<file path="src/rtl/mips_ctrl_pkg.sv">
// Shared encodings for the multicycle MIPS control unit:
// opcodes, funct codes, ALU operations and FSM states.
package mips_ctrl_pkg;

    localparam logic [5:0] OP_R    = 6'b000000;
    localparam logic [5:0] OP_LW   = 6'b100011;
    localparam logic [5:0] OP_SW   = 6'b101011;
    localparam logic [5:0] OP_BEQ  = 6'b000100;
    localparam logic [5:0] OP_BNE  = 6'b000101;
    localparam logic [5:0] OP_ADDI = 6'b001000;
    localparam logic [5:0] OP_ORI  = 6'b001101;
    localparam logic [5:0] OP_J    = 6'b000010;

    localparam logic [5:0] FN_ADD = 6'b100000;
    localparam logic [5:0] FN_SUB = 6'b100010;
    localparam logic [5:0] FN_AND = 6'b100100;
    localparam logic [5:0] FN_OR  = 6'b100101;
    localparam logic [5:0] FN_SLT = 6'b101010;
    localparam logic [5:0] FN_NOR = 6'b100111;
    localparam logic [5:0] FN_SLL = 6'b000000;
    localparam logic [5:0] FN_SRL = 6'b000010;

    localparam logic [3:0] ALU_AND = 4'd0;
    localparam logic [3:0] ALU_OR  = 4'd1;
    localparam logic [3:0] ALU_ADD = 4'd2;
    localparam logic [3:0] ALU_SUB = 4'd6;
    localparam logic [3:0] ALU_SLT = 4'd7;
    localparam logic [3:0] ALU_SLL = 4'd8;
    localparam logic [3:0] ALU_SRL = 4'd9;
    localparam logic [3:0] ALU_NOR = 4'd12;

    typedef enum logic [3:0] {
        S_FETCH  = 4'd0,
        S_DECODE = 4'd1,
        S_MEMADR = 4'd2,
        S_MEMRD  = 4'd3,
        S_MEMWB  = 4'd4,
        S_MEMWR  = 4'd5,
        S_EXEC_R = 4'd6,
        S_ALUWB  = 4'd7,
        S_EXEC_I = 4'd8,
        S_IWB    = 4'd9,
        S_BRANCH = 4'd10,
        S_JUMP   = 4'd11,
        S_TRAP   = 4'd15
    } state_t;

    // States that sit on the memory handshake and may stall
    function automatic logic is_wait_state(state_t s);
        return (s == S_FETCH) || (s == S_MEMRD) || (s == S_MEMWR);
    endfunction

endpackage

</file>
<file path="src/rtl/mips_mc_fsm_if.sv">
// Control bundle between the multicycle FSM (master) and the
// datapath (slave): qualifiers in, enables and selects out.
interface mips_mc_fsm_if #(
    parameter int ALU_CTRL_W = 4,
    parameter int CNT_W      = 32
);
    logic [5:0]            Opcode;
    logic [5:0]            Funct;
    logic                  Zero;
    logic                  mem_ready;
    logic                  IorD;
    logic                  MemWrite;
    logic                  Mem_select;
    logic                  IRWrite;
    logic                  DataWrite;
    logic                  RDx_FF_en;
    logic                  RegDst;
    logic                  MemtoReg;
    logic                  RegWrite;
    logic                  ALUSrcA;
    logic [1:0]            ALUSrcB;
    logic [ALU_CTRL_W-1:0] ALUControl;
    logic                  ALUresult_en;
    logic                  PCSrc;
    logic                  Branch;
    logic                  PC_En;
    logic                  flag_J_type_out;
    logic                  trap;
    logic [3:0]            state;
    logic                  instr_retired;
    logic [CNT_W-1:0]      retired_cnt;

    modport master (
        input  Opcode, Funct, Zero, mem_ready,
        output IorD, MemWrite, Mem_select, IRWrite, DataWrite,
        output RDx_FF_en, RegDst, MemtoReg, RegWrite, ALUSrcA,
        output ALUSrcB, ALUControl, ALUresult_en, PCSrc, Branch,
        output PC_En, flag_J_type_out, trap, state,
        output instr_retired, retired_cnt
    );

    modport slave (
        output Opcode, Funct, Zero, mem_ready,
        input  IorD, MemWrite, Mem_select, IRWrite, DataWrite,
        input  RDx_FF_en, RegDst, MemtoReg, RegWrite, ALUSrcA,
        input  ALUSrcB, ALUControl, ALUresult_en, PCSrc, Branch,
        input  PC_En, flag_J_type_out, trap, state,
        input  instr_retired, retired_cnt
    );
endinterface

</file>
<file path="src/rtl/mips_alu_decoder.sv">
// R-type Funct to ALUControl map; legal is low for any funct
// the datapath cannot execute.
module mips_alu_decoder
    import mips_ctrl_pkg::*;
#(
    parameter int ALU_CTRL_W = 4
) (
    input  logic [5:0]            funct,
    output logic [ALU_CTRL_W-1:0] alu_ctrl,
    output logic                  legal
);
    logic [3:0] code;

    always_comb begin
        code  = ALU_AND;
        legal = 1'b1;
        case (funct)
            FN_ADD:  code = ALU_ADD;
            FN_SUB:  code = ALU_SUB;
            FN_AND:  code = ALU_AND;
            FN_OR:   code = ALU_OR;
            FN_SLT:  code = ALU_SLT;
            FN_NOR:  code = ALU_NOR;
            FN_SLL:  code = ALU_SLL;
            FN_SRL:  code = ALU_SRL;
            default: legal = 1'b0;
        endcase
    end

    assign alu_ctrl = ALU_CTRL_W'(code);

endmodule

</file>
<file path="src/rtl/mips_mc_fsm.sv">
// Self-sequencing multicycle MIPS control FSM with memory
// handshake, wait-state watchdog, illegal-op trap and retire count.
module mips_mc_fsm
    import mips_ctrl_pkg::*;
#(
    parameter int ALU_CTRL_W = 4,
    parameter int WAIT_MAX   = 15,
    parameter int CNT_W      = 32
) (
    input  logic          clk,
    input  logic          reset,
    mips_mc_fsm_if.master bus
);
    localparam int WAIT_W = (WAIT_MAX < 2) ? 1 : $clog2(WAIT_MAX + 1);

    state_t                st;
    state_t                nxt;
    state_t                ost;
    logic [WAIT_W-1:0]     wcnt;
    logic [CNT_W-1:0]      rcnt;
    logic [ALU_CTRL_W-1:0] r_alu;
    logic                  r_legal;
    logic                  wd_hit;
    logic                  retire;

    mips_alu_decoder #(
        .ALU_CTRL_W(ALU_CTRL_W)
    ) u_dec (
        .funct   (bus.Funct),
        .alu_ctrl(r_alu),
        .legal   (r_legal)
    );

    // A ready in the limit cycle wins over the watchdog
    assign wd_hit = (WAIT_MAX != 0) && is_wait_state(st)
                 && !bus.mem_ready
                 && (wcnt == WAIT_W'(WAIT_MAX));

    always_ff @(posedge clk) begin
        if (reset) st <= S_FETCH;
        else       st <= nxt;
    end

    always_ff @(posedge clk) begin
        if (reset)
            wcnt <= '0;
        else if (nxt != st)
            wcnt <= '0;
        else if (is_wait_state(st) && !bus.mem_ready)
            wcnt <= wcnt + 1'b1;
    end

    always_ff @(posedge clk) begin
        if (reset)       rcnt <= '0;
        else if (retire) rcnt <= rcnt + 1'b1;
    end

    always_comb begin
        nxt = st;
        unique case (st)
            S_FETCH: begin
                if (bus.mem_ready) nxt = S_DECODE;
                else if (wd_hit)   nxt = S_TRAP;
            end
            S_DECODE: begin
                unique case (1'b1)
                    (bus.Opcode == OP_R):
                        nxt = r_legal ? S_EXEC_R : S_TRAP;
                    (bus.Opcode == OP_LW),
                    (bus.Opcode == OP_SW):
                        nxt = S_MEMADR;
                    (bus.Opcode == OP_BEQ),
                    (bus.Opcode == OP_BNE):
                        nxt = S_BRANCH;
                    (bus.Opcode == OP_ADDI),
                    (bus.Opcode == OP_ORI):
                        nxt = S_EXEC_I;
                    (bus.Opcode == OP_J):
                        nxt = S_JUMP;
                    default:
                        nxt = S_TRAP;
                endcase
            end
            S_MEMADR:
                nxt = (bus.Opcode == OP_SW) ? S_MEMWR : S_MEMRD;
            S_MEMRD: begin
                if (bus.mem_ready) nxt = S_MEMWB;
                else if (wd_hit)   nxt = S_TRAP;
            end
            S_MEMWR: begin
                if (bus.mem_ready) nxt = S_FETCH;
                else if (wd_hit)   nxt = S_TRAP;
            end
            S_EXEC_R: nxt = S_ALUWB;
            S_EXEC_I: nxt = S_IWB;
            S_MEMWB, S_ALUWB, S_IWB, S_BRANCH, S_JUMP:
                nxt = S_FETCH;
            S_TRAP:   nxt = S_TRAP;
            default:  nxt = S_TRAP;
        endcase
    end

    // Reset shows the FETCH decode with every enable held off
    assign ost = reset ? S_FETCH : st;

    always_comb begin
        bus.IorD            = 1'b0;
        bus.MemWrite        = 1'b0;
        bus.Mem_select      = 1'b0;
        bus.IRWrite         = 1'b0;
        bus.DataWrite       = 1'b0;
        bus.RDx_FF_en       = 1'b0;
        bus.RegDst          = 1'b0;
        bus.MemtoReg        = 1'b0;
        bus.RegWrite        = 1'b0;
        bus.ALUSrcA         = 1'b0;
        bus.ALUSrcB         = 2'b00;
        bus.ALUControl      = '0;
        bus.ALUresult_en    = 1'b0;
        bus.PCSrc           = 1'b0;
        bus.Branch          = 1'b0;
        bus.PC_En           = 1'b0;
        bus.flag_J_type_out = 1'b0;
        bus.trap            = 1'b0;
        retire              = 1'b0;
        unique case (ost)
            S_FETCH: begin
                bus.ALUSrcB    = 2'b01;
                bus.ALUControl = ALU_CTRL_W'(ALU_ADD);
                bus.IRWrite    = bus.mem_ready;
                bus.PC_En      = bus.mem_ready;
            end
            S_DECODE: begin
                bus.ALUSrcB      = 2'b11;
                bus.ALUControl   = ALU_CTRL_W'(ALU_ADD);
                bus.ALUresult_en = 1'b1;
                bus.RDx_FF_en    = 1'b1;
            end
            S_MEMADR: begin
                bus.ALUSrcA      = 1'b1;
                bus.ALUSrcB      = 2'b10;
                bus.ALUControl   = ALU_CTRL_W'(ALU_ADD);
                bus.ALUresult_en = 1'b1;
            end
            S_MEMRD: begin
                bus.IorD       = 1'b1;
                bus.Mem_select = 1'b1;
                bus.DataWrite  = bus.mem_ready;
            end
            S_MEMWB: begin
                bus.MemtoReg = 1'b1;
                bus.RegWrite = 1'b1;
                retire       = 1'b1;
            end
            S_MEMWR: begin
                bus.IorD       = 1'b1;
                bus.Mem_select = 1'b1;
                bus.MemWrite   = 1'b1;
                retire         = bus.mem_ready;
            end
            S_EXEC_R: begin
                bus.ALUSrcA      = 1'b1;
                bus.ALUControl   = r_alu;
                bus.ALUresult_en = 1'b1;
            end
            S_ALUWB: begin
                bus.RegDst   = 1'b1;
                bus.RegWrite = 1'b1;
                retire       = 1'b1;
            end
            S_EXEC_I: begin
                bus.ALUSrcA      = 1'b1;
                bus.ALUSrcB      = 2'b10;
                bus.ALUControl   = (bus.Opcode == OP_ORI)
                                 ? ALU_CTRL_W'(ALU_OR)
                                 : ALU_CTRL_W'(ALU_ADD);
                bus.ALUresult_en = 1'b1;
            end
            S_IWB: begin
                bus.RegWrite = 1'b1;
                retire       = 1'b1;
            end
            S_BRANCH: begin
                bus.ALUSrcA    = 1'b1;
                bus.ALUControl = ALU_CTRL_W'(ALU_SUB);
                bus.Branch     = 1'b1;
                bus.PCSrc      = 1'b1;
                bus.PC_En      = (bus.Opcode == OP_BNE)
                               ? !bus.Zero : bus.Zero;
                retire         = 1'b1;
            end
            S_JUMP: begin
                bus.flag_J_type_out = 1'b1;
                bus.PC_En           = 1'b1;
                retire              = 1'b1;
            end
            S_TRAP:  bus.trap = 1'b1;
            default: bus.trap = 1'b1;
        endcase
        if (reset) begin
            bus.MemWrite     = 1'b0;
            bus.IRWrite      = 1'b0;
            bus.DataWrite    = 1'b0;
            bus.RegWrite     = 1'b0;
            bus.PC_En        = 1'b0;
            bus.ALUresult_en = 1'b0;
            bus.RDx_FF_en    = 1'b0;
            retire           = 1'b0;
        end
    end

    assign bus.state         = st;
    assign bus.instr_retired = retire;
    assign bus.retired_cnt   = rcnt;

endmodule

</file>
<file path="src/flat_wrapper.sv">
// flat-port wrapper written by rule: the top's interface ports become plain ports
module mips_mc_fsm_flat import mips_ctrl_pkg::*;
#(
    parameter int ALU_CTRL_W = 4,
    parameter int WAIT_MAX   = 15,
    parameter int CNT_W      = 32
)
  (clk, reset, bus_Opcode, bus_Funct, bus_Zero, bus_mem_ready, bus_IorD, bus_MemWrite, bus_Mem_select, bus_IRWrite, bus_DataWrite, bus_RDx_FF_en, bus_RegDst, bus_MemtoReg, bus_RegWrite, bus_ALUSrcA, bus_ALUSrcB, bus_ALUControl, bus_ALUresult_en, bus_PCSrc, bus_Branch, bus_PC_En, bus_flag_J_type_out, bus_trap, bus_state, bus_instr_retired, bus_retired_cnt);
  mips_mc_fsm_if #(.ALU_CTRL_W(ALU_CTRL_W), .CNT_W(CNT_W)) bus_i ();
  input  logic clk;
  input  logic reset;
  input wire logic [$bits(bus_i.Opcode)-1:0] bus_Opcode;
  input wire logic [$bits(bus_i.Funct)-1:0] bus_Funct;
  input wire logic [$bits(bus_i.Zero)-1:0] bus_Zero;
  input wire logic [$bits(bus_i.mem_ready)-1:0] bus_mem_ready;
  output wire logic [$bits(bus_i.IorD)-1:0] bus_IorD;
  output wire logic [$bits(bus_i.MemWrite)-1:0] bus_MemWrite;
  output wire logic [$bits(bus_i.Mem_select)-1:0] bus_Mem_select;
  output wire logic [$bits(bus_i.IRWrite)-1:0] bus_IRWrite;
  output wire logic [$bits(bus_i.DataWrite)-1:0] bus_DataWrite;
  output wire logic [$bits(bus_i.RDx_FF_en)-1:0] bus_RDx_FF_en;
  output wire logic [$bits(bus_i.RegDst)-1:0] bus_RegDst;
  output wire logic [$bits(bus_i.MemtoReg)-1:0] bus_MemtoReg;
  output wire logic [$bits(bus_i.RegWrite)-1:0] bus_RegWrite;
  output wire logic [$bits(bus_i.ALUSrcA)-1:0] bus_ALUSrcA;
  output wire logic [$bits(bus_i.ALUSrcB)-1:0] bus_ALUSrcB;
  output wire logic [$bits(bus_i.ALUControl)-1:0] bus_ALUControl;
  output wire logic [$bits(bus_i.ALUresult_en)-1:0] bus_ALUresult_en;
  output wire logic [$bits(bus_i.PCSrc)-1:0] bus_PCSrc;
  output wire logic [$bits(bus_i.Branch)-1:0] bus_Branch;
  output wire logic [$bits(bus_i.PC_En)-1:0] bus_PC_En;
  output wire logic [$bits(bus_i.flag_J_type_out)-1:0] bus_flag_J_type_out;
  output wire logic [$bits(bus_i.trap)-1:0] bus_trap;
  output wire logic [$bits(bus_i.state)-1:0] bus_state;
  output wire logic [$bits(bus_i.instr_retired)-1:0] bus_instr_retired;
  output wire logic [$bits(bus_i.retired_cnt)-1:0] bus_retired_cnt;
  assign bus_i.Opcode = bus_Opcode;
  assign bus_i.Funct = bus_Funct;
  assign bus_i.Zero = bus_Zero;
  assign bus_i.mem_ready = bus_mem_ready;
  assign bus_IorD = bus_i.IorD;
  assign bus_MemWrite = bus_i.MemWrite;
  assign bus_Mem_select = bus_i.Mem_select;
  assign bus_IRWrite = bus_i.IRWrite;
  assign bus_DataWrite = bus_i.DataWrite;
  assign bus_RDx_FF_en = bus_i.RDx_FF_en;
  assign bus_RegDst = bus_i.RegDst;
  assign bus_MemtoReg = bus_i.MemtoReg;
  assign bus_RegWrite = bus_i.RegWrite;
  assign bus_ALUSrcA = bus_i.ALUSrcA;
  assign bus_ALUSrcB = bus_i.ALUSrcB;
  assign bus_ALUControl = bus_i.ALUControl;
  assign bus_ALUresult_en = bus_i.ALUresult_en;
  assign bus_PCSrc = bus_i.PCSrc;
  assign bus_Branch = bus_i.Branch;
  assign bus_PC_En = bus_i.PC_En;
  assign bus_flag_J_type_out = bus_i.flag_J_type_out;
  assign bus_trap = bus_i.trap;
  assign bus_state = bus_i.state;
  assign bus_instr_retired = bus_i.instr_retired;
  assign bus_retired_cnt = bus_i.retired_cnt;
  mips_mc_fsm #(.ALU_CTRL_W(ALU_CTRL_W), .WAIT_MAX(WAIT_MAX), .CNT_W(CNT_W)) u_core (.clk(clk), .reset(reset), .bus(bus_i));
endmodule
</file>
<file path="config.mk">
export PLATFORM = sky130hd
export DESIGN_NAME = mips_mc_fsm_flat
export DESIGN_NICKNAME = d
export VERILOG_FILES = /design/src/rtl/mips_ctrl_pkg.sv /design/src/rtl/mips_mc_fsm_if.sv /design/src/rtl/mips_alu_decoder.sv /design/src/rtl/mips_mc_fsm.sv /design/src/flat_wrapper.sv
export SDC_FILE = /design/constraint.sdc
export NUM_CORES = 1
export LEC_CHECK = 0
export BUFFER_PORTS_ARGS = -buffer_cell sky130_fd_sc_hd__buf_2
export CORE_MARGIN = 3
export CORE_UTILIZATION = 40
export DETAILED_ROUTE_END_ITERATION = 12
export SYNTH_ARGS = -nofsm -noshare
export SYNTH_HDL_FRONTEND = slang
export SYNTH_SLANG_ARGS = --single-unit
</file>
<file path="constraint.sdc">
create_clock -name clk -period 2.8 [get_ports clk]
set_input_delay 0.42 -clock clk [delete_from_list [all_inputs] [get_ports clk]]
set_output_delay 0.42 -clock clk [all_outputs]
set_load 0.02 [all_outputs]
</file>
* Yosys cells after proc, flatten, opt, wreduce, memory -nomap -nowiden *
Index checks and enable logic that the tools add are counted.
W data, S select, Z words.

word-level totals
  flip-flop bits (word level) = 40
  bits in latches = 0
  memory bits (writable) = 0
  memory bits (read-only) = 0
  bits of input ports = 16
  output and inout port bits = 59
  memories kept = 0

cells by class
  $add $sub $neg = 2
  $mul = 0
  divide/modulo/power cells = 0
  $lt $le $gt $ge = 0
  eq/ne operators = 38
  shift-type cells = 0
  muxes and demuxes = 38
  bitwise gates (word level) = 0
  reduce and logical (&&, ||, !) cells = 24

operators by type and width
  cell                     number
  $eq A6 B6 Y1 const B     8
  $eq A4 B4 Y1 const B     9
  $add A32 B1 Y32 const B  1
  $eq A4 B3 Y1 const B     8
  $pmux W4 S8              1
  $pmux W4 S7              1
  $mux W4                  6
  $mux W1                  23
  $pmux W4 S5              1
  $eq A4 B2 Y1 const B     4
  $pmux W4 S4              1
  $eq A6 B2 Y1 const B     2
  $eq A6 B3 Y1 const B     2
  $eq A6 B4 Y1 const B     2
  $logic_not A6 Y1         2
  $reduce_or A12 Y1        1
  $reduce_or A2 Y1         6
  $reduce_or A5 Y1         2
  $eq A4 B1 Y1 const B     2
  $logic_not A4 Y1         2
  $reduce_or A4 Y1         2
  $reduce_or A8 Y1         1
  $pmux W2 S3              1
  $reduce_or A3 Y1         2
  9 further kinds          12

* Depth between registers and ports, before layout *
Gate-level depths: netlist of run 1.

  depth after elaboration = 10
  depth in mapped cells = 8
  depth with buffers taken out = 6

* Hierarchy *
A second synthesis of run 1 with hierarchy kept.

unflattened totals
  cells, all modules = 351
  area total of the unflattened synthesis = 2772.7 um2

modules (own cells, without submodules)
  module            instances  cells an instance  area an instance (um2)
  mips_mc_fsm       1          332                2636.3
  mips_alu_decoder  1          19                 136.4

* Worst setup path before layout of run 1 *
Ideal clock, no wire load.

  kind = reg2out
  from = register u_core.st[1] (netlist: u_core.bus.state[1])
  to = output bus_Mem_select
  arrival = 2.399 ns
  required time = 2.380 ns
  setup slack = -0.019 ns
  stages on the path, launching flop included = 7
  path through = dfxtp_1 -> buf_6 -> clkbuf_1 -> buf_1 -> xnor2_1 -> nor4b_1 -> buf_4

between the ends
  cells in the longest elaborated chain, start to end = 4
  elaborated cells between the ends (all ways) = 5
  classes of those cells = 2 x eq/ne; 2 x mux; 1 x reduce/logical

ends and longest elaborated chain
  element                                       RTL line            text
  start: declaration                            mips_mc_fsm.sv:16   state_t st;
  start signal: assignment                      mips_mc_fsm.sv:41   else st <= nxt;
  $mux W4 *                                     mips_mc_fsm.sv:104  assign ost = reset ? S_FETCH : st;
  $eq A4 B2 Y1 or $eq A4 B3 Y1 (tied branches)  -
  $reduce_or A2 Y1 (no line) *                  -
  $mux W1 *                                     -
  end: declaration                              flat_wrapper.sv:18  output wire logic [$bits(bus_i.Mem_select)-1:0] bus_Mem_select;

Every way passes the cells marked *; elsewhere a longest branch is shown, timed or not.

* Final worst setup path of run 1 *
  from = register u_core.st[2] (netlist: u_core.bus.state[2])
  to = output bus_ALUControl[1]

between the ends
  cells in the longest elaborated chain, start to end = 4
  elaborated cells between the ends (all ways) = 9
  classes of those cells = 5 x eq/ne; 2 x mux; 2 x reduce/logical

ends and longest elaborated chain
  element                                     RTL line            text
  $mux W4 *                                   mips_mc_fsm.sv:104
  $eq A4 B1 Y1, or another cell as far along  mips_mc_fsm.sv:126  unique case (ost)
  $reduce_or A3 Y1 (no line)                  -
  $pmux W4 S4 *                               mips_mc_fsm.sv:126
  end: declaration                            flat_wrapper.sv:27  output wire logic [$bits(bus_i.ALUControl)-1:0] bus_ALUControl;

Marks and branches as above.

==> results of run 1 <==
==> logic make-up after synthesis <==
logic type | after synthesis | synth area share
compound gates | 76 | 0.189
xor+xnor | 29 | 0.0986
fa+ha+maj | 2 | 0.00944
buf+inv | 31 | 0.0510
flops | 40 | 0.302
mux | 3 | 0.0113
simple gates | 171 | 0.338
==> registers in the layout, summed over array words and instances, names as in the netlist <==
signal,count
u_core.wcnt,4
u_core.bus.state,4
u_core.bus.retired_cnt,32
==> worst max-delay path by stage <==
stage | startpoint | endpoint | cells past startpoint
floorplan | u_core.bus.state[3] | bus_PC_En | 6
global placement | u_core.bus.state[2] | bus_ALUControl[1] | 6
detailed placement | u_core.bus.state[3] | u_core.bus.retired_cnt[28] | 6
CTS | u_core.bus.state[2] | bus_ALUControl[1] | 6
global route | u_core.bus.state[2] | bus_ALUControl[1] | 6
finish | u_core.bus.state[2] | bus_ALUControl[1] | 6
==> cells in the mapped netlist, types with 2 or more instances <==
cell type / number
a211o_1: 2
a21boi_0: 2
a21o_1: 4
a21oi_1: 23
a22oi_1: 3
a31oi_1: 4
and2_1: 2
and3_1: 5
and4_1: 3
buf_1: 2
buf_2: 3
buf_4: 2
clkbuf_1: 16
dfxtp_1: 40
ha_1: 2
inv_1: 7
mux2i_1: 3
nand2_1: 23
nand2b_1: 8
nand3_1: 18
nand4_1: 16
nand4b_1: 2
nor2_1: 49
nor2b_1: 4
nor3_1: 12
nor4_1: 7
nor4b_1: 2
o21ai_0: 17
o22ai_1: 2
o31ai_1: 2
o32a_1: 2
or3_1: 13
xnor2_1: 14
xor2_1: 14
==> layout make-up <==
class,count,area (µm²)
clock inverters,2,38.8
repair buffers,83,438
inverters,7,26.3
fillers,647,3180
flip-flops and latches,40,801
well taps,77,96.3
clock buffers,6,82.6
multi-input cells,281,1720
==> metrics by stage <==
stage / total power [mW] / area (µm²) / hold WS [ns] / worst slack, ns
floorplan: 1.53 / 2660 / 0.488 / 0.0249
global placement: 1.85 / 3080 / 0.470 / 0.606
detailed placement: 1.84 / 3080 / 0.481 / 0.522
CTS: 2.35 / 3200 / 0.487 / 0.263
global route: 2.49 / 3200 / 0.514 / 0.0952
finish: 2.34 / 3200 / 0.486 / 0.270
==> metal layers <==
metal  up-vias  part of all wire
met5         -                 0
met4         0            0.0061
met3         4             0.069
met2        65              0.42
met1      1280              0.51
li1       1410                 -
==> power groups by stage <==
| stage | clock network [mW] | logic (mW) | registers [mW] |
|---|---|---|---|
| 2_1_floorplan | 0 | 0.836 | 0.697 |
| 3_3_place_gp | 0 | 1.13 | 0.716 |
| 3_5_place_dp | 0 | 1.13 | 0.717 |
| 4_1_cts | 0.519 | 1.13 | 0.704 |
| 5_1_grt | 0.535 | 1.24 | 0.718 |
| 6_report | 0.502 | 1.13 | 0.706 |
==> worst min-delay path: stages (launching register included) <==
cell	delay [ns]
dfxtp_1	0.32
o21ai_0	0.07
a21oi_1	0.06
==> run summary, run 1 <==
die width: 87.4 µm
R2R setup slack: 0.49 ns
worst vdd rail ir drop: 0.000411 V
vias in the first global route: 2506
Synth top area share: 0.302
CTS buffer count: 5
family with the most delay on the worst path: simple AND/OR/NAND/NOR gates
max-cap violations: 0
largest net degree at the start of global routing: 32
H-tree depth: 2
Final setup viols: 0
worst slew pin tran: 0.660 ns
share of cells above drive strength 1: 0.239
Min-Delay Startpoint: u_core.bus.retired_cnt[31]
syn nets: 370
Cells after Synth: 352
buffer depth of the longest clock path: 2
RR Startpoint: u_core.bus.state[3]
Max FO, Critical Path: 7
busiest metal layer after global routing: met2
Routed WL per cell: 14.5 µm
PwrDens: 730 nW/µm²
register area share after synthesis: 0.302
unrepaired setup endpoints after global routing: false
GR Util met2: 0.287
ys async rst share: 0
clk_lat worst skew: 0.29 ns
syn_area_per_cell: 7.53 µm²
Final #Nets: 436
GRT met3 Usage: 0.0426
Hold EP: u_core.bus.retired_cnt[31]
crit-path max cell delay: 0.49 ns
final clock skew: 0.00431 ns
Worst slew margin: 0.559
Net Switching: 1.01 mW
DR pass1 iterations: 4
GPL Wtd Cong: 0.854
Yosys reg bits: 40
HPWL after DPL: 5400 µm
worst reg2reg path depth: 7
Initial Utilization: 0.415
CP cell instances: inv_1 -> nor2_1 -> nand2_1 -> or3_1 -> o221ai_1 -> buf_2
Final period util: 0.903
initial DRC count: 155
sequential share of power: 0.302
Util after Layout: 0.502
crit path DAT: 2.11 ns
placed cells: 488
ant diodes: 0
drt via density: 5.56
WS Path Type: reg -> out
Area Overhead vs Synth: 20.9%
M1 GR Usage: 0.273
Clk pin slew, worst setup/hold paths: 0.08 ns
crit path buf inv count: 2
Slowest cell on crit path: dfxtp_1
port bufs: 74
Final TNS setup: 0 ns
Detailed Route WL: 7170 µm
antenna violations before repair: 0
EDFF count, synth: 0
Overflow after GRT: 0
die area: 7640 µm²
post-synth cell types: 58
mapped cell area: 2650 µm²
CP required: 2.38 ns
Hold Buf Count CTS: 0
max frequency: 395 MHz
overall track demand over capacity in global routing: 0.189
Reg-to-Reg End: u_core.bus.retired_cnt[16]
Synth area leader: dfxtp_1
Root Driver: clkbuf_8
first-pass GRT wire length: 11800 µm
Clock power frac: 0.215
Internal: 1.33 mW
Switching Fraction: 0.432
proportion of power drawn by combinational gates: 0.484
CP Capture Type: primary output
Final min period: 2.53 ns
num rows: 29
Hold Violations, Final: 0
Cells on Worst Hold Path: 2
Resize count post-CTS: 0
Hold Path Class: reg -> reg
Area contributors post-synth: dfxtp_1, nor2_1, xnor2_1, xor2_1, a21oi_1
commonest non-fill, non-tap cell in the layout: buf_2
Die Y: 87.4 µm
Leak Pwr: 1.32 nW
drt drc: 0
synth warn: 0
clock tree from TritonCTS: built
Slew Viols, Final: 0
CP startpoint kind: flip-flop
vias post-DR: 2759
Sink Count: 40
Main synth FF type: dfxtp_1
core area: 6390 µm²
number of non-filler instances in the completed layout: 496
run status: complete, no violations
antenna-violating nets left: 0
post-CTS setup buffer count: 0
# IOs: 75
most frequent cells in the layout: buf_2, nor2_1, dfxtp_1
(Power assumes the default switching activity.)
==> run 2: changes to the inputs <==
- REMOVE_ABC_BUFFERS: unset -> 1
==> run summary, run 2 (synthesis results as in run 1) <==
Hold Buf Count CTS: 0 (unchanged)
post-CTS setup buffer count: 0 (unchanged)
ant diodes: 0 (unchanged)
clock tree from TritonCTS: built
run status: complete, no violations
H-tree depth: 2 (unchanged)
buffer depth of the longest clock path: 2 (unchanged)
die area: 7640 µm² (unchanged)
worst slew pin tran: 0.616 ns (-0.0446 ns)
Sink Count: 40 (unchanged)
GPL Wtd Cong: 0.857 (+0.33%)
drt drc: 0 (unchanged)
dpl cell area: 3070 µm² (-0.45%)
Resize count post-CTS: 0 (unchanged)
max FFs per register: 32 (unchanged)
crit-path max cell delay: 0.67 ns (+0.18 ns)
CP startpoint kind: flip-flop
antenna violations before repair: 0 (unchanged)
wl on met1: 3260 µm (-11%)
commonest non-fill, non-tap cell in the layout: buf_2
Filler cells: 645 (-0.31%)
final clock skew: 0.0129 ns (+0.00859 ns)
CTS buffer count: 5 (unchanged)
Die Y: 87.4 µm (unchanged)
Worst slew margin: 0.589 (+0.0298)
share of cells above drive strength 1: 0.234 (-0.00421)
Max FO, Critical Path: 18 (+11)
vias in the first global route: 2430 (-3.0%)
die width: 87.4 µm (unchanged)
cell area after layout: 3180 µm² (-0.74%)
Routed WL per cell: 14.4 µm (-0.16%)
CP cell instances: nand2b_1 -> or3_1 -> o221ai_1 -> buf_2
Leak Pwr: 1.30 nW (-1.0%)
DR pass1 iterations: 5 (+1)
HPWL after DPL: 5290 µm (-2.0%)
max-cap violations: 0 (unchanged)
max frequency: 399 MHz (+0.85%)
Detailed Route WL: 7150 µm (-0.36%)
Slew Viols, Final: 0 (unchanged)
DR top layer: met4
WL met3: 347 µm (-30%)
CP required: 2.38 ns (about the same)
worst hold slack: 0.424 ns (-0.0622 ns)
worst vdd rail ir drop: 0.000475 V (+16%)
unrepaired setup endpoints after global routing: false
clk_lat worst skew: 0.30 ns (about the same)
initial DRC count: 139 (-10%)
Initial Utilization: 0.415 (unchanged)
met2 WL post-DR: 3480 µm (+17%)
most frequent cells in the layout: buf_2, nor2_1, dfxtp_1
overall track demand over capacity in global routing: 0.185 (-0.00339)
Final min period: 2.51 ns (-0.0213 ns)
Final TNS setup: 0 ns (unchanged)
crit path DAT: 2.09 ns (-0.02 ns)
first-pass GRT wire length: 11600 µm (-1.9%)
Root Driver: clkbuf_8
num rows: 29 (unchanged)
vias post-DR: 2709 (-1.8%)
WS Path Type: reg -> out
Final setup viols: 0 (unchanged)
Hold Violations, Final: 0 (unchanged)
PwrDens: 720 nW/µm² (-1.5%)
Slowest cell on crit path: dfxtp_1
Area Overhead vs Synth: 20.0%
antenna-violating nets left: 0 (unchanged)
core area: 6390 µm² (unchanged)
Final period util: 0.896 (-0.00760)
Overflow after GRT: 0 (unchanged)
CP Capture Type: primary output
Clk pin slew, worst setup/hold paths: 0.08 ns (about the same)
drt via density: 5.47 (-1.6%)
Final #Nets: 435 (-0.23%)
largest net degree at the start of global routing: 39 (+22%)
Hold Path Class: in -> reg
port bufs: 74 (unchanged)
# IOs: 75 (unchanged)
[run 2: changes by cell type in the layout (fill, tap and decap cells not counted), sizes merged]
| cell | before | now |
|---|---|---|
| buf | 83 | 82 |
| clkbuf | 6 | 5 |
| clkinvlp | 0 | 1 |
[run 2: worst paths after layout]
kind                            cells past startpoint  slack (ns)                    endpoint                       start
worst max register to register                      6        0.50  u_core.bus.retired_cnt[28]         u_core.bus.state[3]
worst max-delay path                                4        0.29           bus_ALUControl[1]         u_core.bus.state[1]
worst min register to register                      1        0.48  u_core.bus.retired_cnt[10]  u_core.bus.retired_cnt[10]
worst min-delay path                                2        0.42         u_core.bus.state[0]                       reset
[run 2: power breakdown]
group / internal [mW] / leakage (nW) / total [mW] / switching (mW)
Combinational: 0.419 / 0.926 / 1.11 / 0.690
Sequential: 0.608 / 0.323 / 0.704 / 0.0967
Clock: 0.264 / 0.0541 / 0.475 / 0.211
[run 2: area by class of cell]
cell class | instances | area (µm²) | area share
clock buffer | 5 | 68.8 | 0.0216
multi-input combinational | 281 | 1720 | 0.539
inverter | 7 | 26.3 | 0.00826
clock inverter | 3 | 42.5 | 0.0134
timing repair buffer | 82 | 430 | 0.135
sequential | 40 | 801 | 0.252
tap | 77 | 96.3 | 0.0303
[run 2: metrics by stage]
step	cells	power, mW	setup WS [ns]	utilization
detailed placement	487	1.82	0.525	0.481
global placement	487	1.82	0.582	0.481
floorplan	328	1.46	-0.177	-
finish	495	2.29	0.292	0.498
global route	495	2.45	0.143	0.498
CTS	495	2.31	0.279	0.498
[run 2: metal layers]
| layer | global-route usage | vias to the layer above |
|---|---|---|
| li1 | - | 1397 |
| met1 | 0.248 | 1252 |
| met2 | 0.309 | 55 |
| met3 | 0.0350 | 5 |
| met4 | 0.0377 | 0 |
| met5 | 0 | - |
[run 2: critical path: cells and delay by family, from the launching register on]
kind | cells | cell delay (ns)
simple gates | 2 | 0.72
flops | 1 | 0.67
compound gates | 1 | 0.21
buf+inv | 1 | 0.20
==> run 3: changes to the inputs <==
==> constraint.sdc (replaced) <==
create_clock -name clk -period 2.8 [get_ports clk]
set_input_delay 0.28 -clock clk [delete_from_list [all_inputs] [get_ports clk]]
set_output_delay 0.28 -clock clk [all_outputs]
set_load 0.02 [all_outputs]
==> run summary, run 3 (synthesis results as in run 1) <==
worst slew pin tran: 0.537 ns (-0.0785 ns)
Initial Utilization: 0.415 (unchanged)
largest net degree at the start of global routing: 20 (-49%)
Min-Delay Startpoint: reset
H-tree depth: 2 (unchanged)
GRT met3 Usage: 0.0397 (+0.00473)
crit path capture: bus_ALUControl[1]
Resize count post-CTS: 0 (unchanged)
clk_lat worst skew: 0.30 ns (about the same)
Slew Viols, Final: 0 (unchanged)
drt via density: 5.48 (+0.15%)
# IOs: 75 (unchanged)
Worst slew margin: 0.641 (+0.0524)
core area: 6390 µm² (unchanged)
Clk pin slew, worst setup/hold paths: 0.08 ns (about the same)
crit path DAT: 2.21 ns (+0.12 ns)
Max FO, Critical Path: 12 (-6)
crit path buf inv count: 2 (+1)
setup slack at placement: 0.602 ns (+0.0770 ns)
Overflow after GRT: 0 (unchanged)
GR Util met2: 0.301 (-0.00753)
RR Startpoint: u_core.bus.state[0]
post-CTS setup buffer count: 0 (unchanged)
number of non-filler instances in the completed layout: 497 (+0.40%)
antenna violations before repair: 0 (unchanged)
max FFs per register: 32 (unchanged)
dpl cell area: 3080 µm² (+0.49%)
Area Overhead vs Synth: 19.9% (about the same)
CP Capture Type: primary output
antenna-violating nets left: 0 (unchanged)
family with the most delay on the worst path: simple AND/OR/NAND/NOR gates
CP startpoint kind: flip-flop
DR pass1 iterations: 4 (-1)
num rows: 29 (unchanged)
max-cap violations: 0 (unchanged)
Leak Pwr: 1.30 nW (about the same)
Hold Violations, Final: 0 (unchanged)
Final setup viols: 0 (unchanged)
ant diodes: 0 (unchanged)
die area: 7640 µm² (unchanged)
Switching Fraction: 0.444 (+0.00832)
Final #Nets: 437 (+0.46%)
busiest metal layer after global routing: met2
Slowest cell on crit path: dfxtp_1
cell area after layout: 3180 µm² (about the same)
WS Path Type: reg -> out
proportion of power drawn by combinational gates: 0.500 (+0.015)
Reg-to-Reg End: u_core.bus.retired_cnt[4]
CTS buffer count: 5 (unchanged)
Hold Buf Count CTS: 0 (unchanged)
clock tree from TritonCTS: built
total power: 2.23 mW (-2.7%)
Routed WL per cell: 14.0 µm (-3.3%)
share of cells above drive strength 1: 0.236 (+0.00126)
max frequency: 402 MHz (+0.79%)
initial DRC count: 117 (-16%)
most frequent cells in the layout: buf_2, nor2_1, dfxtp_1
Sink Count: 40 (unchanged)
run status: complete, no violations
CP required: 2.52 ns (+0.14 ns)
overall track demand over capacity in global routing: 0.187 (+0.00177)
HPWL after DPL: 5290 µm (about the same)
Internal: 1.24 mW (-4.1%)
Final min period: 2.49 ns (-0.0198 ns)
worst vdd rail ir drop: 0.000564 V (+19%)
M1 GR Usage: 0.258 (+0.00956)
Clock power frac: 0.182 (-0.026)
vias post-DR: 2724 (+0.55%)
WP depth: 6 (+2)
sequential share of power: 0.318 (+0.010)
port bufs: 74 (unchanged)
unrepaired setup endpoints after global routing: false
final clock skew: 0.0129 ns (-0.0000418 ns)
CP cell instances: inv_1 -> nor2_1 -> nand2_1 -> or3_1 -> o221ai_1 -> buf_2
Filler cells: 653 (+1.2%)
Hold Path Class: in -> reg
PwrDens: 701 nW/µm² (-2.6%)
Die Y: 87.4 µm (unchanged)
die width: 87.4 µm (unchanged)
GPL Wtd Cong: 0.900 (+5.1%)
R2R setup slack: 0.58 ns (+0.08 ns)
Final TNS setup: 0 ns (unchanged)
drt drc: 0 (unchanged)
Net Switching: 0.989 mW (-0.86%)
crit path from: u_core.bus.state[2]
placed cells: 489 (+0.41%)
Detailed Route WL: 6940 µm (-2.9%)
buffer depth of the longest clock path: 2 (unchanged)
vias in the first global route: 2463 (+1.4%)
Root Driver: clkbuf_8
worst setup margin: 0.311 ns (+0.0198 ns)
first-pass GRT wire length: 11700 µm (+0.65%)
commonest non-fill, non-tap cell in the layout: buf_2
crit-path max cell delay: 0.56 ns (-0.11 ns)
worst reg2reg path depth: 6 (unchanged)
Final period util: 0.889 (-0.00706)
run 3: changes by cell type in the layout (fill, tap and decap cells not counted):
cell	before	now
buf_4	8	10
clkbuf_1	0	1
clkbuf_8	5	6
clkinv_2	1	0
bufinv_16	1	0
run 3: worst min path at each step:
| stage | to | cells after the start |
|---|---|---|
| finish | u_core.bus.retired_cnt[18] | 2 |
| global route | u_core.bus.retired_cnt[15] | 2 |
| CTS | u_core.bus.retired_cnt[18] | 2 |
| detailed placement | u_core.bus.retired_cnt[10] | 1 |
| global placement | u_core.bus.retired_cnt[31] | 2 |
| floorplan | u_core.bus.state[2] | 1 |
run 3: metal layers:
layer | part of all wire | wire (µm)
met1 | 0.47 | 3290
met2 | 0.47 | 3270
met3 | 0.047 | 324
met4 | 0.0089 | 62
met5 | 0 | 0
run 3: final cells by class:
class                      count  area, µm²  share of cell area
clock inverter                 1       7.51             0.00236
clock buffer                   7       86.3              0.0272
sequential                    40        801               0.252
tap                           77       96.3              0.0303
inverter                       7       26.3             0.00827
timing repair buffer          84        445               0.140
multi-input combinational    281       1720               0.540
run 3: power by group through the flow:
stage	sequential [mW]	combinational, mW	clock, mW
detailed placement	0.720	1.11	0
finish	0.708	1.11	0.405
CTS	0.707	1.12	0.415
global route	0.721	1.23	0.440
global placement	0.717	1.11	0
floorplan	0.807	0.653	0
run 3: stage by stage:
stage / util / hold slack [ns]
CTS: 0.498 / 0.356
global placement: 0.483 / 0.467
floorplan: - / 0.343
global route: 0.498 / 0.386
detailed placement: 0.483 / 0.473
finish: 0.498 / 0.349
run 3: worst register-to-register path: stages (launching register included):
cell     delay [ns]
dfxtp_1        0.67
or3b_1         0.42
a21oi_1        0.40
nor2_1         0.20
and4_1         0.25
xnor2_1        0.13
nor2_1         0.05
